`src/rtl/kv_pkg.sv`:
```
// Shared constants for the key-value store Wishbone initiator: register map,
// opcodes, STATUS bit positions and the sequencer state encoding.
package kv_pkg;

    localparam logic [31:0] KV_KEY_OFS  = 32'h0;
    localparam logic [31:0] KV_VAL_OFS  = 32'h4;
    localparam logic [31:0] KV_CMD_OFS  = 32'h8;
    localparam logic [31:0] KV_STAT_OFS = 32'hC;

    localparam logic [1:0] KV_OP_PUT = 2'd1;
    localparam logic [1:0] KV_OP_GET = 2'd2;

    localparam int KV_STAT_BUSY_BIT  = 0;
    localparam int KV_STAT_FOUND_BIT = 1;

    typedef enum logic [2:0] {
        ST_IDLE,
        ST_WR_KEY,
        ST_WR_VAL,
        ST_WR_CMD,
        ST_RD_STAT,
        ST_RD_VAL,
        ST_RESP
    } kv_state_e;

    function automatic logic kv_op_legal(input logic [1:0] op);
        return (op == KV_OP_PUT) || (op == KV_OP_GET);
    endfunction

endpackage

```
`src/rtl/kv_wb_initiator_if.sv`:
```
// Wishbone classic bus between the initiator and the store's responder port.
interface kv_wb_initiator_if;
    logic        wbm_cyc_o;
    logic        wbm_stb_o;
    logic        wbm_we_o;
    logic [3:0]  wbm_sel_o;
    logic [31:0] wbm_adr_o;
    logic [31:0] wbm_dat_o;
    logic [31:0] wbm_dat_i;
    logic        wbm_ack_i;

    modport master (
        output wbm_cyc_o, wbm_stb_o, wbm_we_o, wbm_sel_o, wbm_adr_o, wbm_dat_o,
        input  wbm_dat_i, wbm_ack_i
    );

    modport slave (
        input  wbm_cyc_o, wbm_stb_o, wbm_we_o, wbm_sel_o, wbm_adr_o, wbm_dat_o,
        output wbm_dat_i, wbm_ack_i
    );
endinterface

```
`src/rtl/kv_wb_cycle.sv`:
```
// Single Wishbone classic cycle engine: starts on req_i, holds the bus until ack
// or timeout, then pulses done_o for one cycle with err_o/rdata_o valid.
module kv_wb_cycle #(
    parameter int ACK_TIMEOUT = 15
) (
    input  logic        wb_clk_i,
    input  logic        wb_rst_i,
    input  logic        req_i,
    input  logic        we_i,
    input  logic [31:0] adr_i,
    input  logic [31:0] dat_i,
    output logic        done_o,
    output logic        err_o,
    output logic [31:0] rdata_o,
    kv_wb_initiator_if.master wbm
);
    localparam logic [3:0] WAIT_LAST = 4'(ACK_TIMEOUT - 1);

    logic        cyc_q, cyc_d;
    logic        we_q, we_d;
    logic [3:0]  sel_q, sel_d;
    logic [31:0] adr_q, adr_d;
    logic [31:0] dat_q, dat_d;
    logic [3:0]  wait_q, wait_d;
    logic        done_q, done_d;
    logic        err_q, err_d;
    logic [31:0] rdata_q, rdata_d;

    always_comb begin
        cyc_d   = cyc_q;
        we_d    = we_q;
        sel_d   = sel_q;
        adr_d   = adr_q;
        dat_d   = dat_q;
        wait_d  = wait_q;
        done_d  = 1'b0;
        err_d   = err_q;
        rdata_d = rdata_q;
        if (cyc_q) begin
            // Ack wins over a timeout landing in the same cycle
            if (wbm.wbm_ack_i) begin
                cyc_d   = 1'b0;
                sel_d   = 4'h0;
                done_d  = 1'b1;
                err_d   = 1'b0;
                rdata_d = wbm.wbm_dat_i;
            end else if (wait_q >= WAIT_LAST) begin
                cyc_d  = 1'b0;
                sel_d  = 4'h0;
                done_d = 1'b1;
                err_d  = 1'b1;
            end else begin
                wait_d = wait_q + 4'd1;
            end
        end else if (req_i) begin
            cyc_d  = 1'b1;
            sel_d  = 4'hF;
            we_d   = we_i;
            adr_d  = adr_i;
            dat_d  = dat_i;
            wait_d = 4'd0;
            err_d  = 1'b0;
        end
    end

    always_ff @(posedge wb_clk_i) begin
        if (wb_rst_i) begin
            cyc_q   <= 1'b0;
            we_q    <= 1'b0;
            sel_q   <= 4'h0;
            adr_q   <= 32'h0;
            dat_q   <= 32'h0;
            wait_q  <= 4'd0;
            done_q  <= 1'b0;
            err_q   <= 1'b0;
            rdata_q <= 32'h0;
        end else begin
            cyc_q   <= cyc_d;
            we_q    <= we_d;
            sel_q   <= sel_d;
            adr_q   <= adr_d;
            dat_q   <= dat_d;
            wait_q  <= wait_d;
            done_q  <= done_d;
            err_q   <= err_d;
            rdata_q <= rdata_d;
        end
    end

    assign wbm.wbm_cyc_o = cyc_q;
    assign wbm.wbm_stb_o = cyc_q;
    assign wbm.wbm_we_o  = we_q;
    assign wbm.wbm_sel_o = sel_q;
    assign wbm.wbm_adr_o = adr_q;
    assign wbm.wbm_dat_o = dat_q;
    assign done_o        = done_q;
    assign err_o         = err_q;
    assign rdata_o       = rdata_q;
endmodule

```
`src/rtl/kv_wb_initiator.sv`:
```
// Turns one PUT/GET command into the store's KEY/VALUE/CMD/STATUS register
// sequence over Wishbone, polls STATUS, and returns a single response.
module kv_wb_initiator
    import kv_pkg::*;
#(
    parameter logic [31:0] BASE_ADR    = 32'h3000_0000,
    parameter int          KEY_W       = 8,
    parameter int          POLL_MAX    = 255,
    parameter int          ACK_TIMEOUT = 15
) (
    input  logic             wb_clk_i,
    input  logic             wb_rst_i,
    input  logic             cmd_valid_i,
    output logic             cmd_ready_o,
    input  logic [1:0]       cmd_op_i,
    input  logic [KEY_W-1:0] cmd_key_i,
    input  logic [31:0]      cmd_val_i,
    output logic             rsp_valid_o,
    input  logic             rsp_ready_i,
    output logic             rsp_found_o,
    output logic             rsp_err_o,
    output logic [31:0]      rsp_val_o,
    kv_wb_initiator_if.master wbm
);
    localparam int              POLL_W    = $clog2(POLL_MAX + 1);
    localparam logic [POLL_W-1:0] POLL_LAST = POLL_W'(POLL_MAX - 1);

    kv_state_e         state_q, state_d;
    logic [1:0]        op_q, op_d;
    logic [KEY_W-1:0]  key_q, key_d;
    logic [31:0]       val_q, val_d;
    logic [POLL_W-1:0] poll_q, poll_d;
    logic              ready_q, ready_d;
    logic              rsp_valid_q, rsp_valid_d;
    logic              rsp_found_q, rsp_found_d;
    logic              rsp_err_q, rsp_err_d;
    logic [31:0]       rsp_val_q, rsp_val_d;

    logic              start;
    logic              bus_req, bus_we;
    logic [31:0]       bus_adr, bus_dat;
    logic              cyc_done, cyc_err;
    logic [31:0]       cyc_rdata;

    always_comb begin
        state_d     = state_q;
        op_d        = op_q;
        key_d       = key_q;
        val_d       = val_q;
        poll_d      = poll_q;
        ready_d     = ready_q;
        rsp_valid_d = rsp_valid_q;
        rsp_found_d = rsp_found_q;
        rsp_err_d   = rsp_err_q;
        rsp_val_d   = rsp_val_q;
        start       = 1'b0;

        unique case (state_q)
            ST_IDLE: begin
                if (cmd_valid_i && ready_q) begin
                    op_d        = cmd_op_i;
                    key_d       = cmd_key_i;
                    val_d       = cmd_val_i;
                    poll_d      = '0;
                    ready_d     = 1'b0;
                    rsp_found_d = 1'b0;
                    rsp_err_d   = 1'b0;
                    rsp_val_d   = 32'h0;
                    if (kv_op_legal(cmd_op_i)) begin
                        state_d = ST_WR_KEY;
                        start   = 1'b1;
                    end else begin
                        state_d     = ST_RESP;
                        rsp_valid_d = 1'b1;
                        rsp_err_d   = 1'b1;
                    end
                end
            end
            ST_WR_KEY, ST_WR_VAL, ST_WR_CMD, ST_RD_STAT, ST_RD_VAL: begin
                if (cyc_done) begin
                    start = 1'b1;
                    if (cyc_err) begin
                        state_d     = ST_RESP;
                        rsp_err_d   = 1'b1;
                        rsp_found_d = 1'b0;
                        rsp_val_d   = 32'h0;
                    end else begin
                        unique case (state_q)
                            ST_WR_KEY:  state_d = (op_q == KV_OP_PUT) ? ST_WR_VAL : ST_WR_CMD;
                            ST_WR_VAL:  state_d = ST_WR_CMD;
                            ST_WR_CMD:  state_d = ST_RD_STAT;
                            ST_RD_STAT: begin
                                // Busy re-reads STATUS (start stays set); poll count bounds it
                                if (cyc_rdata[KV_STAT_BUSY_BIT]) begin
                                    if (poll_q == POLL_LAST) begin
                                        state_d   = ST_RESP;
                                        rsp_err_d = 1'b1;
                                    end else begin
                                        poll_d = poll_q + 1'b1;
                                    end
                                end else if (op_q == KV_OP_GET && cyc_rdata[KV_STAT_FOUND_BIT]) begin
                                    state_d     = ST_RD_VAL;
                                    rsp_found_d = 1'b1;
                                end else begin
                                    state_d = ST_RESP;
                                end
                            end
                            ST_RD_VAL: begin
                                rsp_val_d = cyc_rdata;
                                state_d   = ST_RESP;
                            end
                            default: ;
                        endcase
                    end
                    rsp_valid_d = (state_d == ST_RESP);
                end
            end
            ST_RESP: begin
                if (rsp_ready_i) begin
                    state_d     = ST_IDLE;
                    rsp_valid_d = 1'b0;
                    rsp_found_d = 1'b0;
                    rsp_err_d   = 1'b0;
                    rsp_val_d   = 32'h0;
                    ready_d     = 1'b1;
                end
            end
            default: state_d = ST_IDLE;
        endcase

        // Bus request is issued on the same edge that enters a bus state
        bus_req = 1'b0;
        bus_we  = 1'b0;
        bus_adr = BASE_ADR;
        bus_dat = 32'h0;
        if (start) begin
            unique case (state_d)
                ST_WR_KEY: begin
                    bus_req = 1'b1;
                    bus_we  = 1'b1;
                    bus_adr = BASE_ADR + KV_KEY_OFS;
                    bus_dat = 32'(key_d);
                end
                ST_WR_VAL: begin
                    bus_req = 1'b1;
                    bus_we  = 1'b1;
                    bus_adr = BASE_ADR + KV_VAL_OFS;
                    bus_dat = val_d;
                end
                ST_WR_CMD: begin
                    bus_req = 1'b1;
                    bus_we  = 1'b1;
                    bus_adr = BASE_ADR + KV_CMD_OFS;
                    bus_dat = {30'h0, op_d};
                end
                ST_RD_STAT: begin
                    bus_req = 1'b1;
                    bus_adr = BASE_ADR + KV_STAT_OFS;
                end
                ST_RD_VAL: begin
                    bus_req = 1'b1;
                    bus_adr = BASE_ADR + KV_VAL_OFS;
                end
                default: ;
            endcase
        end
    end

    always_ff @(posedge wb_clk_i) begin
        if (wb_rst_i) begin
            state_q     <= ST_IDLE;
            op_q        <= 2'd0;
            key_q       <= '0;
            val_q       <= 32'h0;
            poll_q      <= '0;
            ready_q     <= 1'b1;
            rsp_valid_q <= 1'b0;
            rsp_found_q <= 1'b0;
            rsp_err_q   <= 1'b0;
            rsp_val_q   <= 32'h0;
        end else begin
            state_q     <= state_d;
            op_q        <= op_d;
            key_q       <= key_d;
            val_q       <= val_d;
            poll_q      <= poll_d;
            ready_q     <= ready_d;
            rsp_valid_q <= rsp_valid_d;
            rsp_found_q <= rsp_found_d;
            rsp_err_q   <= rsp_err_d;
            rsp_val_q   <= rsp_val_d;
        end
    end

    kv_wb_cycle #(
        .ACK_TIMEOUT (ACK_TIMEOUT)
    ) u_cycle (
        .wb_clk_i (wb_clk_i),
        .wb_rst_i (wb_rst_i),
        .req_i    (bus_req),
        .we_i     (bus_we),
        .adr_i    (bus_adr),
        .dat_i    (bus_dat),
        .done_o   (cyc_done),
        .err_o    (cyc_err),
        .rdata_o  (cyc_rdata),
        .wbm      (wbm)
    );

    assign cmd_ready_o = ready_q;
    assign rsp_valid_o = rsp_valid_q;
    assign rsp_found_o = rsp_found_q;
    assign rsp_err_o   = rsp_err_q;
    assign rsp_val_o   = rsp_val_q;
endmodule

```
`src/flat_wrapper.sv`:
```
// flat-port wrapper written by rule: the top's interface ports become plain ports
module kv_wb_initiator_flat import kv_pkg::*;
#(
    parameter logic [31:0] BASE_ADR    = 32'h3000_0000,
    parameter int          KEY_W       = 8,
    parameter int          POLL_MAX    = 255,
    parameter int          ACK_TIMEOUT = 15
)
  (wb_clk_i, wb_rst_i, cmd_valid_i, cmd_ready_o, cmd_op_i, cmd_key_i, cmd_val_i, rsp_valid_o, rsp_ready_i, rsp_found_o, rsp_err_o, rsp_val_o, wbm_wbm_cyc_o, wbm_wbm_stb_o, wbm_wbm_we_o, wbm_wbm_sel_o, wbm_wbm_adr_o, wbm_wbm_dat_o, wbm_wbm_dat_i, wbm_wbm_ack_i);
  kv_wb_initiator_if wbm_i ();
  input  logic wb_clk_i;
  input  logic wb_rst_i;
  input  logic cmd_valid_i;
  output logic cmd_ready_o;
  input  logic [1:0] cmd_op_i;
  input  logic [KEY_W-1:0] cmd_key_i;
  input  logic [31:0] cmd_val_i;
  output logic rsp_valid_o;
  input  logic rsp_ready_i;
  output logic rsp_found_o;
  output logic rsp_err_o;
  output logic [31:0] rsp_val_o;
  output wire logic [$bits(wbm_i.wbm_cyc_o)-1:0] wbm_wbm_cyc_o;
  output wire logic [$bits(wbm_i.wbm_stb_o)-1:0] wbm_wbm_stb_o;
  output wire logic [$bits(wbm_i.wbm_we_o)-1:0] wbm_wbm_we_o;
  output wire logic [$bits(wbm_i.wbm_sel_o)-1:0] wbm_wbm_sel_o;
  output wire logic [$bits(wbm_i.wbm_adr_o)-1:0] wbm_wbm_adr_o;
  output wire logic [$bits(wbm_i.wbm_dat_o)-1:0] wbm_wbm_dat_o;
  input wire logic [$bits(wbm_i.wbm_dat_i)-1:0] wbm_wbm_dat_i;
  input wire logic [$bits(wbm_i.wbm_ack_i)-1:0] wbm_wbm_ack_i;
  assign wbm_wbm_cyc_o = wbm_i.wbm_cyc_o;
  assign wbm_wbm_stb_o = wbm_i.wbm_stb_o;
  assign wbm_wbm_we_o = wbm_i.wbm_we_o;
  assign wbm_wbm_sel_o = wbm_i.wbm_sel_o;
  assign wbm_wbm_adr_o = wbm_i.wbm_adr_o;
  assign wbm_wbm_dat_o = wbm_i.wbm_dat_o;
  assign wbm_i.wbm_dat_i = wbm_wbm_dat_i;
  assign wbm_i.wbm_ack_i = wbm_wbm_ack_i;
  kv_wb_initiator #(.BASE_ADR(BASE_ADR), .KEY_W(KEY_W), .POLL_MAX(POLL_MAX), .ACK_TIMEOUT(ACK_TIMEOUT)) u_core (.wb_clk_i(wb_clk_i), .wb_rst_i(wb_rst_i), .cmd_valid_i(cmd_valid_i), .cmd_ready_o(cmd_ready_o), .cmd_op_i(cmd_op_i), .cmd_key_i(cmd_key_i), .cmd_val_i(cmd_val_i), .rsp_valid_o(rsp_valid_o), .rsp_ready_i(rsp_ready_i), .rsp_found_o(rsp_found_o), .rsp_err_o(rsp_err_o), .rsp_val_o(rsp_val_o), .wbm(wbm_i));
endmodule
```
`config.mk`:
```
export PLATFORM = sky130hd
export DESIGN_NAME = kv_wb_initiator_flat
export DESIGN_NICKNAME = d
export VERILOG_FILES = /design/src/rtl/kv_pkg.sv /design/src/rtl/kv_wb_initiator_if.sv /design/src/rtl/kv_wb_cycle.sv /design/src/rtl/kv_wb_initiator.sv /design/src/flat_wrapper.sv
export SDC_FILE = /design/constraint.sdc
export NUM_CORES = 1
export LEC_CHECK = 0
export ABC_AREA = 1
export BUFFER_PORTS_ARGS = -buffer_cell sky130_fd_sc_hd__buf_2
export CORE_MARGIN = 4
export CORE_UTILIZATION = 33
export DETAILED_ROUTE_END_ITERATION = 12
export RECOVER_POWER = 100
export SETUP_SLACK_MARGIN = 0.1
export SLEW_MARGIN = 20
export SYNTH_ARGS = -nofsm -noshare
export SYNTH_HDL_FRONTEND = slang
export SYNTH_HIERARCHICAL = 1
export SYNTH_SLANG_ARGS = --single-unit
```
`constraint.sdc`:
```
create_clock -name wb_clk_i -period 4.13 [get_ports wb_clk_i]
set_clock_uncertainty 0.05 [all_clocks]
set_input_delay 0 -clock wb_clk_i [delete_from_list [all_inputs] [get_ports wb_clk_i]]
set_output_delay 0 -clock wb_clk_i [all_outputs]
set_load 0.02 [all_outputs]
```
==> summary.txt, run 1 <==
Post-synth top area share = 48.84%
Period utilization = 79.53%
Total Nets Final = 1,394
Htree depth = 4
DRC Markers = 0
Arrival time at the worst endpoint = 3.59 ns
Sink Count = 194
CTS resizes = 0
Layout area overhead = 30.72%
Die width = 163.2 um
Worst setup EP type = flip-flop
Synth area leaders = dfxtp_1 49%, nor2_1 14%, o21ai_0 6.8%, nand2_1 6.0%, a21oi_1 3.7%
Worst-path clk slew = 0.07 ns
CTS Buffer Depth = 2
Failing checks = max-capacitance violations, max-slew violations
Slew Limit Fails = 54
Filler Cell Count = 2,454
Max-cap viol count = 1
Area after DPL = 0.009099 mm2
First-pass GRT wire length = 34.78 mm
IO buf count = 185
Worst path depth = 16
Crit path required time = 4.43 ns
Die Ht = 163.2 um
RePlAce Congestion = 0.8865
Setup TNS = 0 ns
Largest area contributor in the netlist = dfxtp_1
I/O pin count = 186
Vias in the first global route = 7,062
Final Instance Area = 0.01039 mm2
Post-CTS Setup Bufs = 0
CTS Buf Count = 17
Later-pin clock latency in the skew report = 0.43 ns
Least-Margin Pin Slew = 2.150 ns
Largest net degree at the start of global routing = 72
Mean Syn Cell Area = 7.660 um2
Seq/Total Area, Yosys = 48.84%
Delay-heaviest family, CP = simple AND/OR/NAND/NOR gates
Non-Filler Instances = 1,644
DR pass1 iterations = 5
CTS Hold Bufs = 93
CP Cell Sequence = nor2_1 -> nand2_1 -> nand2_1 -> inv_1 -> nand2_1 -> inv_1 -> a21oi_1 -> nand2_1 -> inv_2 -> nand2_1 -> a31oi_1 -> nand2_4 -> inv_2 -> buf_4 -> o21ai_0 -> nor2_1
GRT Overall Usage = 15.95%
RSZ-0062 raised after global routing = no
Hold Path Depth = 7
Slowest cell delay on critical path = 0.38 ns
Post-DR wirelength/cell = 13.23 um
Final setup fails = 0
Register area = 0.003884 mm2
HP Class = input port to flip-flop
Lkg Pwr = 4.246 nW
Multi-input logic area = 0.003535 mm2
Starting DRC count in detailed routing = 539
CP Launch Type = flip-flop
Vias = 7,447
Hold slack = 0.1499 ns
Status = finished, violations left
Worst setup margin = 0.8454 ns
Grt total ovfl = 0
CTS root buf = clkbuf_16
Commonest non-fill, non-tap cell in the layout = nor2_1
Finished Core Util = 44.02%
Mapped Area = 0.007951 mm2
Pre-CTS setup slack = 1.322 ns
Fmax achieved = 304.4 MHz
CP Class = flip-flop to flip-flop
Site Rows = 56
YS warnings = 6
CTS tree = done
R2R depth = 16
Final wirelength = 21.76 mm
Most frequent cells in the layout = 290 x nor2_1, 194 x dfxtp_1, 132 x nand2_1
Antenna violations before repair = 1
Final min period = 3.285 ns
Core box area = 0.02361 mm2
Total power = 4.589 mW
Cell mode on critical path = nand2_1
Placed Instances = 1,518
Full die area = 0.02664 mm2
ANT nets after route = 0
Synth unique cells = 36
Worst rel slew slack = -43.33%
Synth Instances = 1,038
Max IR drop VDD = 255.9 uV
Layout cell share with drive strength beyond 1 = 9.970%
Starting density of the core = 33.67%
Seq cells post-synth = 194
Via-per-instance ratio = 4.530
CP max FO = 25
CP max-delay cell = dfxtp_1
Hold Violations, Final = 0
CP bufs+invs = 5
P per Cell Area = 441.5 mW/mm2
HPWL Detailed = 13.67 mm
Yosys cell counts (all sizes together):
cell,count
clkbuf,27
buf,34
a221o,1
dfxtp,194
xnor2,1
nor3,4
a211oi,1
nand3,23
ha,4
inv,60
clkinv,1
nand3b,35
o21ai,111
o211ai,1
and2,10
nand2,138
mux2i,27
a31oi,2
nand4,5
o221a,1
a21oi,60
o211a,1
xor2,3
conb,2
nor2,292
state kept, by name, indices dropped and copies added (netlist names):
signal	count
u_core/u_cycle/wait_q	4
u_core/rsp_val_o	32
u_core/key_q	8
u_core/u_cycle/rdata_o	32
u_core/poll_q	8
u_core/u_cycle/wbm.wbm_adr_o	32
u_core/u_cycle/done_o	1
u_core/u_cycle/wbm.wbm_sel_o	1
u_core/val_q	32
u_core/rsp_valid_o	1
u_core/op_q	2
u_core/u_cycle/err_o	1
u_core/u_cycle/wbm.wbm_cyc_o	1
u_core/state_q	3
u_core/rsp_err_o	1
u_core/u_cycle/wbm.wbm_we_o	1
u_core/rsp_found_o	1
u_core/cmd_ready_o	1
u_core/u_cycle/wbm.wbm_dat_o	32
layer usage:
layer / track usage [%] / wire [um]
met3: 4.996 / 1537
met4: 4.918 / 414
met1: 19.44 / 9693
met2: 26.98 / 10110
met5: 0 / 0
cell type report:
| class | count | share of cell area [%] |
|---|---|---|
| tap | 319 | 3.840 |
| clock inverter | 12 | 1.132 |
| timing repair buffer | 287 | 17.13 |
| clock buffer | 20 | 4.298 |
| sequential | 194 | 37.37 |
| antenna | 1 | 0.02408 |
| inverter | 61 | 2.203 |
| multi-input combinational | 750 | 34.01 |
power by group:
part,switching (mW),internal (mW)
Clock,0.785,0.815
Combinational,0.587,0.333
Sequential,0.0677,2.00
Total,1.44,3.15
worst paths after layout:
| kind | start | endpoint | slack, ns |
|---|---|---|---|
| worst max-delay path | u_core/state_q[0] | u_core/u_cycle/wbm.wbm_sel_o[2] | 0.85 |
| worst min register to register | u_core/rsp_val_o[2] | u_core/rsp_val_o[2] | 0.42 |
| worst max register to register | u_core/state_q[0] | u_core/u_cycle/wbm.wbm_sel_o[2] | 0.85 |
| worst min-delay path | cmd_valid_i | u_core/rsp_err_o | 0.15 |
worst min-delay path, delay by kind of cell:
family | cells | cell delay, ns
buffers and inverters | 1 | 0.09
AOI/OAI and AO/OA | 1 | 0.07
and+or+nand+nor | 5 | 0.42
cells by family after synthesis:
logic type	synth area share, %
compound gates	11.79
xor+xnor	0.4407
fa+ha+maj	0.6295
buf+inv	7.348
flops	48.84
mux	3.399
other cells	0.09445
simple gates	27.46
No activity file was read; power rests on OpenSTA's default activity.
==> run 2: changes to the inputs <==
==> constraint.sdc (replaced) <==
create_clock -name wb_clk_i -period 2.8 [get_ports wb_clk_i]
set_clock_uncertainty 0.05 [all_clocks]
set_input_delay 0 -clock wb_clk_i [delete_from_list [all_inputs] [get_ports wb_clk_i]]
set_output_delay 0 -clock wb_clk_i [all_outputs]
set_load 0.02 [all_outputs]
==> run 2 against run 1 <==
  * The flow now finishes without violations
  * Sequential power is 47% higher
  * Clock power increased by 57%
  * Largest cell class unchanged
  * Final cell count is 1.6% higher
==> summary.txt, run 2 (synthesized netlist as in run 1, its figures left out) <==
Crit path from = u_core/state_q[0]
GRT Overall Usage = 16.31%
Area after DPL = 0.009161 mm2
Register area = 0.003884 mm2
Lkg Pwr = 4.473 nW
ANT cells = 0
Worst-path clk slew = 0.08 ns
Non-Filler Instances = 1,671
Net Switching = 2.285 mW
Net switching fraction of the power = 32.44%
Final min period = 2.536 ns
Largest net degree at the start of global routing = 65
Comb pwr share = 20.9%
Sequential share of power = 43.3%
Htree depth = 4
Least-Margin Pin Slew = 1.121 ns
Slew Limit Fails = 0
Total power = 7.045 mW
Worst setup EP type = flip-flop
Site Rows = 56
Antenna violations before repair = 0
P per Cell Area = 650.0 mW/mm2
RePlAce Congestion = 0.8417
IO buf count = 185
Worst rel slew slack = 25.19%
Starting density of the core = 33.67%
First-pass GRT wire length = 35.56 mm
Vias = 7,570
Later-pin clock latency in the skew report = 0.43 ns
Final Instance Area = 0.01084 mm2
Layout cell share with drive strength beyond 1 = 11.54%
Die Ht = 163.2 um
Hold slack = 0.2003 ns
Starting DRC count in detailed routing = 453
Finished Core Util = 45.90%
Full die area = 0.02664 mm2
Worst setup margin = 0.2637 ns
CTS tree = done
Final wirelength = 22.47 mm
Pre-CTS setup slack = 0.1906 ns
CP Class = flip-flop to flip-flop
Crit path required time = 3.08 ns
Max-cap viol count = 0
Max IR drop VDD = 448.7 uV
CTS Buffer Depth = 2
Layout area overhead = 36.30%
Clock share of power = 35.7%
Status = finished, final reports clean
Via-per-instance ratio = 4.530
Period utilization = 90.58%
Setup TNS = 0 ns
Placed Instances = 1,523
ANT nets after route = 0
Hold path startpoint = cmd_valid_i
I/O pin count = 186
Die width = 163.2 um
Commonest non-fill, non-tap cell in the layout = nor2_1
Grt total ovfl = 0
HP Class = input port to flip-flop
CTS root buf = clkbuf_16
Most frequent cells in the layout = 286 x nor2_1, 194 x dfxtp_1, 128 x nand2_1
Filler Cell Count = 2,384
HPWL Detailed = 13.88 mm
Sink Count = 194
Fmax achieved = 394.3 MHz
Arrival time at the worst endpoint = 2.81 ns
Critical R2R Launch = u_core/state_q[0]
Post-DR wirelength/cell = 13.45 um
Total Nets Final = 1,422
Final setup fails = 0
CP max FO = 41
CTS Buf Count = 17
Vias in the first global route = 7,237
DR pass1 iterations = 5
Hold Violations, Final = 0
CP Launch Type = flip-flop
Int Power = 4.760 mW
Core box area = 0.02361 mm2
RSZ-0062 raised after global routing = yes
Multi-input logic area = 0.003597 mm2
DRC Markers = 0
-- run 2: metal layers --
layer | vias up | routed length (um) | GRT usage (%)
met5 | - | 0 | 0
met4 | 0 | 214 | 3.812
met3 | 16 | 1323 | 4.870
met2 | 185 | 10830 | 27.94
met1 | 3473 | 10110 | 20.25
li1 | 3896 | - | -
-- run 2: area by class of cell --
type | instances | share of cell area, %
timing repair buffer | 315 | 19.43
inverter | 61 | 2.113
clock inverter | 15 | 1.824
sequential | 194 | 35.83
multi-input combinational | 750 | 33.19
clock buffer | 17 | 3.925
tap | 319 | 3.683
-- run 2: worst max-delay path, stage by stage (launching register included) --
cell and delay, ns:
dfxtp_1 0.41, nor2_4 0.20, nand2_4 0.09, nor2_4 0.12, buf_4 0.54, mux2i_1 0.32, nor2_1 0.07, dlygate4sd3_1 0.59
-- run 2: final timing paths --
check / endpoint / slack [ns] / cells after the start
worst max register to register: u_core/val_q[18] / 0.26 / 7
worst min register to register: u_core/rsp_err_o / 0.41 / 2
worst max-delay path: u_core/val_q[18] / 0.26 / 7
worst min-delay path: u_core/cmd_ready_o / 0.20 / 5
-- run 2: repair_timing --
action / 4_1_cts / 5_1_grt
hold endpoints to repair: 102 / 0
setup buffers: 0 / 3
gates resized for setup: 0 / 8
hold buffers: 110 / 0
setup endpoints to repair: 0 / 70
-- run 2: power by group through the flow --
stage | sequential [mW] | clock [mW] | combinational, mW
global placement | 3.11 | 0 | 1.32
finish | 3.05 | 2.52 | 1.48
global route | 3.08 | 2.70 | 1.64
floorplan | 3.22 | 0 | 0.850
CTS | 3.05 | 2.60 | 1.47
detailed placement | 3.11 | 0 | 1.33
==> run 3: changes to the inputs <==
--- a/config.mk
+++ b/config.mk
@@ -10,6 +10,7 @@
 export CORE_MARGIN = 4
 export CORE_UTILIZATION = 33
 export DETAILED_ROUTE_END_ITERATION = 12
+export PLACE_DENSITY_LB_ADDON = 0.08
 export RECOVER_POWER = 100
 export SETUP_SLACK_MARGIN = 0.1
 export SLEW_MARGIN = 20
==> run 3 against run 2 <==
  * Maximum frequency rose by 1.6%
  * Power fell by 0.75%
  * Combinational power barely moved
==> summary.txt, run 3 (synthesized netlist as in run 1, its figures left out) <==
Worst setup margin = 0.3043 ns
ANT cells = 0
ANT nets after route = 0
Arrival time at the worst endpoint = 2.77 ns
Layout cell share with drive strength beyond 1 = 11.99%
CTS tree = done
Antenna violations before repair = 0
Starting DRC count in detailed routing = 421
Vias = 7,399
CP Class = flip-flop to flip-flop
Most frequent cells in the layout = 285 x nor2_1, 193 x dfxtp_1, 126 x nand2_1
Fmax achieved = 400.7 MHz
CP Launch Type = flip-flop
Starting density of the core = 33.67%
Met3 global-route usage = 4.971%
Core box area = 0.02361 mm2
Pre-CTS setup slack = 0.2023 ns
Crit path required time = 3.07 ns
Die Ht = 163.2 um
Die width = 163.2 um
Met1 usage in global routing = 22.02%
RePlAce Congestion = 0.8216
I/O pin count = 186
Final min period = 2.496 ns
Worst setup EP type = flip-flop
RSZ-0062 raised after global routing = no
Placed Instances = 1,526
Status = finished, final reports clean
Layout area overhead = 34.87%
HP Class = input port to flip-flop
Grt total ovfl = 0
Met2 usage = 27.40%
First-pass GRT wire length = 35.89 mm
Commonest non-fill, non-tap cell in the layout = nor2_1
P per Cell Area = 652.0 mW/mm2
Slew Limit Fails = 0
Vias in the first global route = 7,058
Final setup fails = 0
IO buf count = 185
Least-Margin Pin Slew = 1.228 ns
Later-pin clock latency in the skew report = 0.43 ns
CTS Buf Count = 17
Lkg Pwr = 4.391 nW
DR pass1 iterations = 5
Finished Core Util = 45.42%
Period utilization = 89.13%
Sink Count = 194
Setup TNS = 0 ns
Full die area = 0.02664 mm2
Via-per-instance ratio = 4.452
DRC Markers = 0
Hold Violations, Final = 0
Sequential share of power = 43.7%
Max-cap viol count = 0
Post-DR wirelength/cell = 13.74 um
Net Switching = 2.201 mW
Largest net degree at the start of global routing = 67
Clock share of power = 35.4%
Site Rows = 56
Area after DPL = 0.009196 mm2
Busiest layer in global routing = met2
CTS Buffer Depth = 2
Non-Filler Instances = 1,662
Int Power = 4.791 mW
HPWL Detailed = 14.58 mm
Total Nets Final = 1,413
Hold slack = 0.2107 ns
Max IR drop VDD = 286.5 uV
CTS root buf = clkbuf_16
Comb pwr share = 20.9%
Final wirelength = 22.84 mm
Htree depth = 4
Worst rel slew slack = 18.11%
Total power = 6.992 mW
Worst-path clk slew = 0.08 ns
GRT Overall Usage = 16.73%
CP max FO = 41
Final Instance Area = 0.01072 mm2
Net switching fraction of the power = 31.48%
-- run 3: cell types whose count changed in the layout (fill, tap and decap cells not counted), moves of 2 or more --
cell           change
clkinv_8           -3
clkinv_4           +2
nand2_2            +3
inv_12             -2
dlygate4sd3_1     -12
nand2_1            -2
clkbuf_1           +3
-- run 3: power groups by stage --
stage               combinational, mW  clock, mW  sequential, mW
floorplan                       0.850          0            3.22
detailed placement               1.35          0            3.12
CTS                              1.48       2.57            3.05
global placement                 1.36          0            3.11
finish                           1.46       2.48            3.05
global route                     1.63       2.69            3.08
-- run 3: final cells by class --
class / instances / area, um2
inverter: 61 / 231.5
clock inverter: 14 / 168.9
multi-input combinational: 751 / 3612
tap: 319 / 399.1
timing repair buffer: 305 / 1998
clock buffer: 18 / 429.2
sequential: 194 / 3885
fill: 2554 / 12890
-- run 3: metal layers --
layer	wire, um	part of all wire (%)	vias up
met2	10570	46	164
met5	0	0	-
li1	-	-	3884
met1	10710	47	3338
met4	210	0.92	0
met3	1352	5.9	13
-- run 3: what timing repair did --
item,in CTS,in global routing
endpoints found under the hold margin,108,0
hold buffers,98,0
gates resized for setup,0,18
setup buffers,0,4
endpoints found under the setup margin,0,71
-- run 3: worst max-delay path, stage by stage, from the launching register on --
cell and delay (ns):
dfxtp_1 0.39, inv_1 0.16, nand2_4 0.10, nor2_4 0.12
buf_4 0.54, mux2i_1 0.36, nor2_1 0.07, dlygate4sd3_1 0.59
-- run 3: path summary, 6_finish.rpt --
check,startpoint,end,slack (ns),cells past startpoint
setup / recovery,u_core/state_q[2],u_core/val_q[7],0.30,7
hold / removal,cmd_valid_i,u_core/rsp_err_o,0.21,7
setup reg to reg,u_core/state_q[2],u_core/val_q[7],0.30,7
hold reg to reg,u_core/rsp_err_o,u_core/rsp_err_o,0.41,2
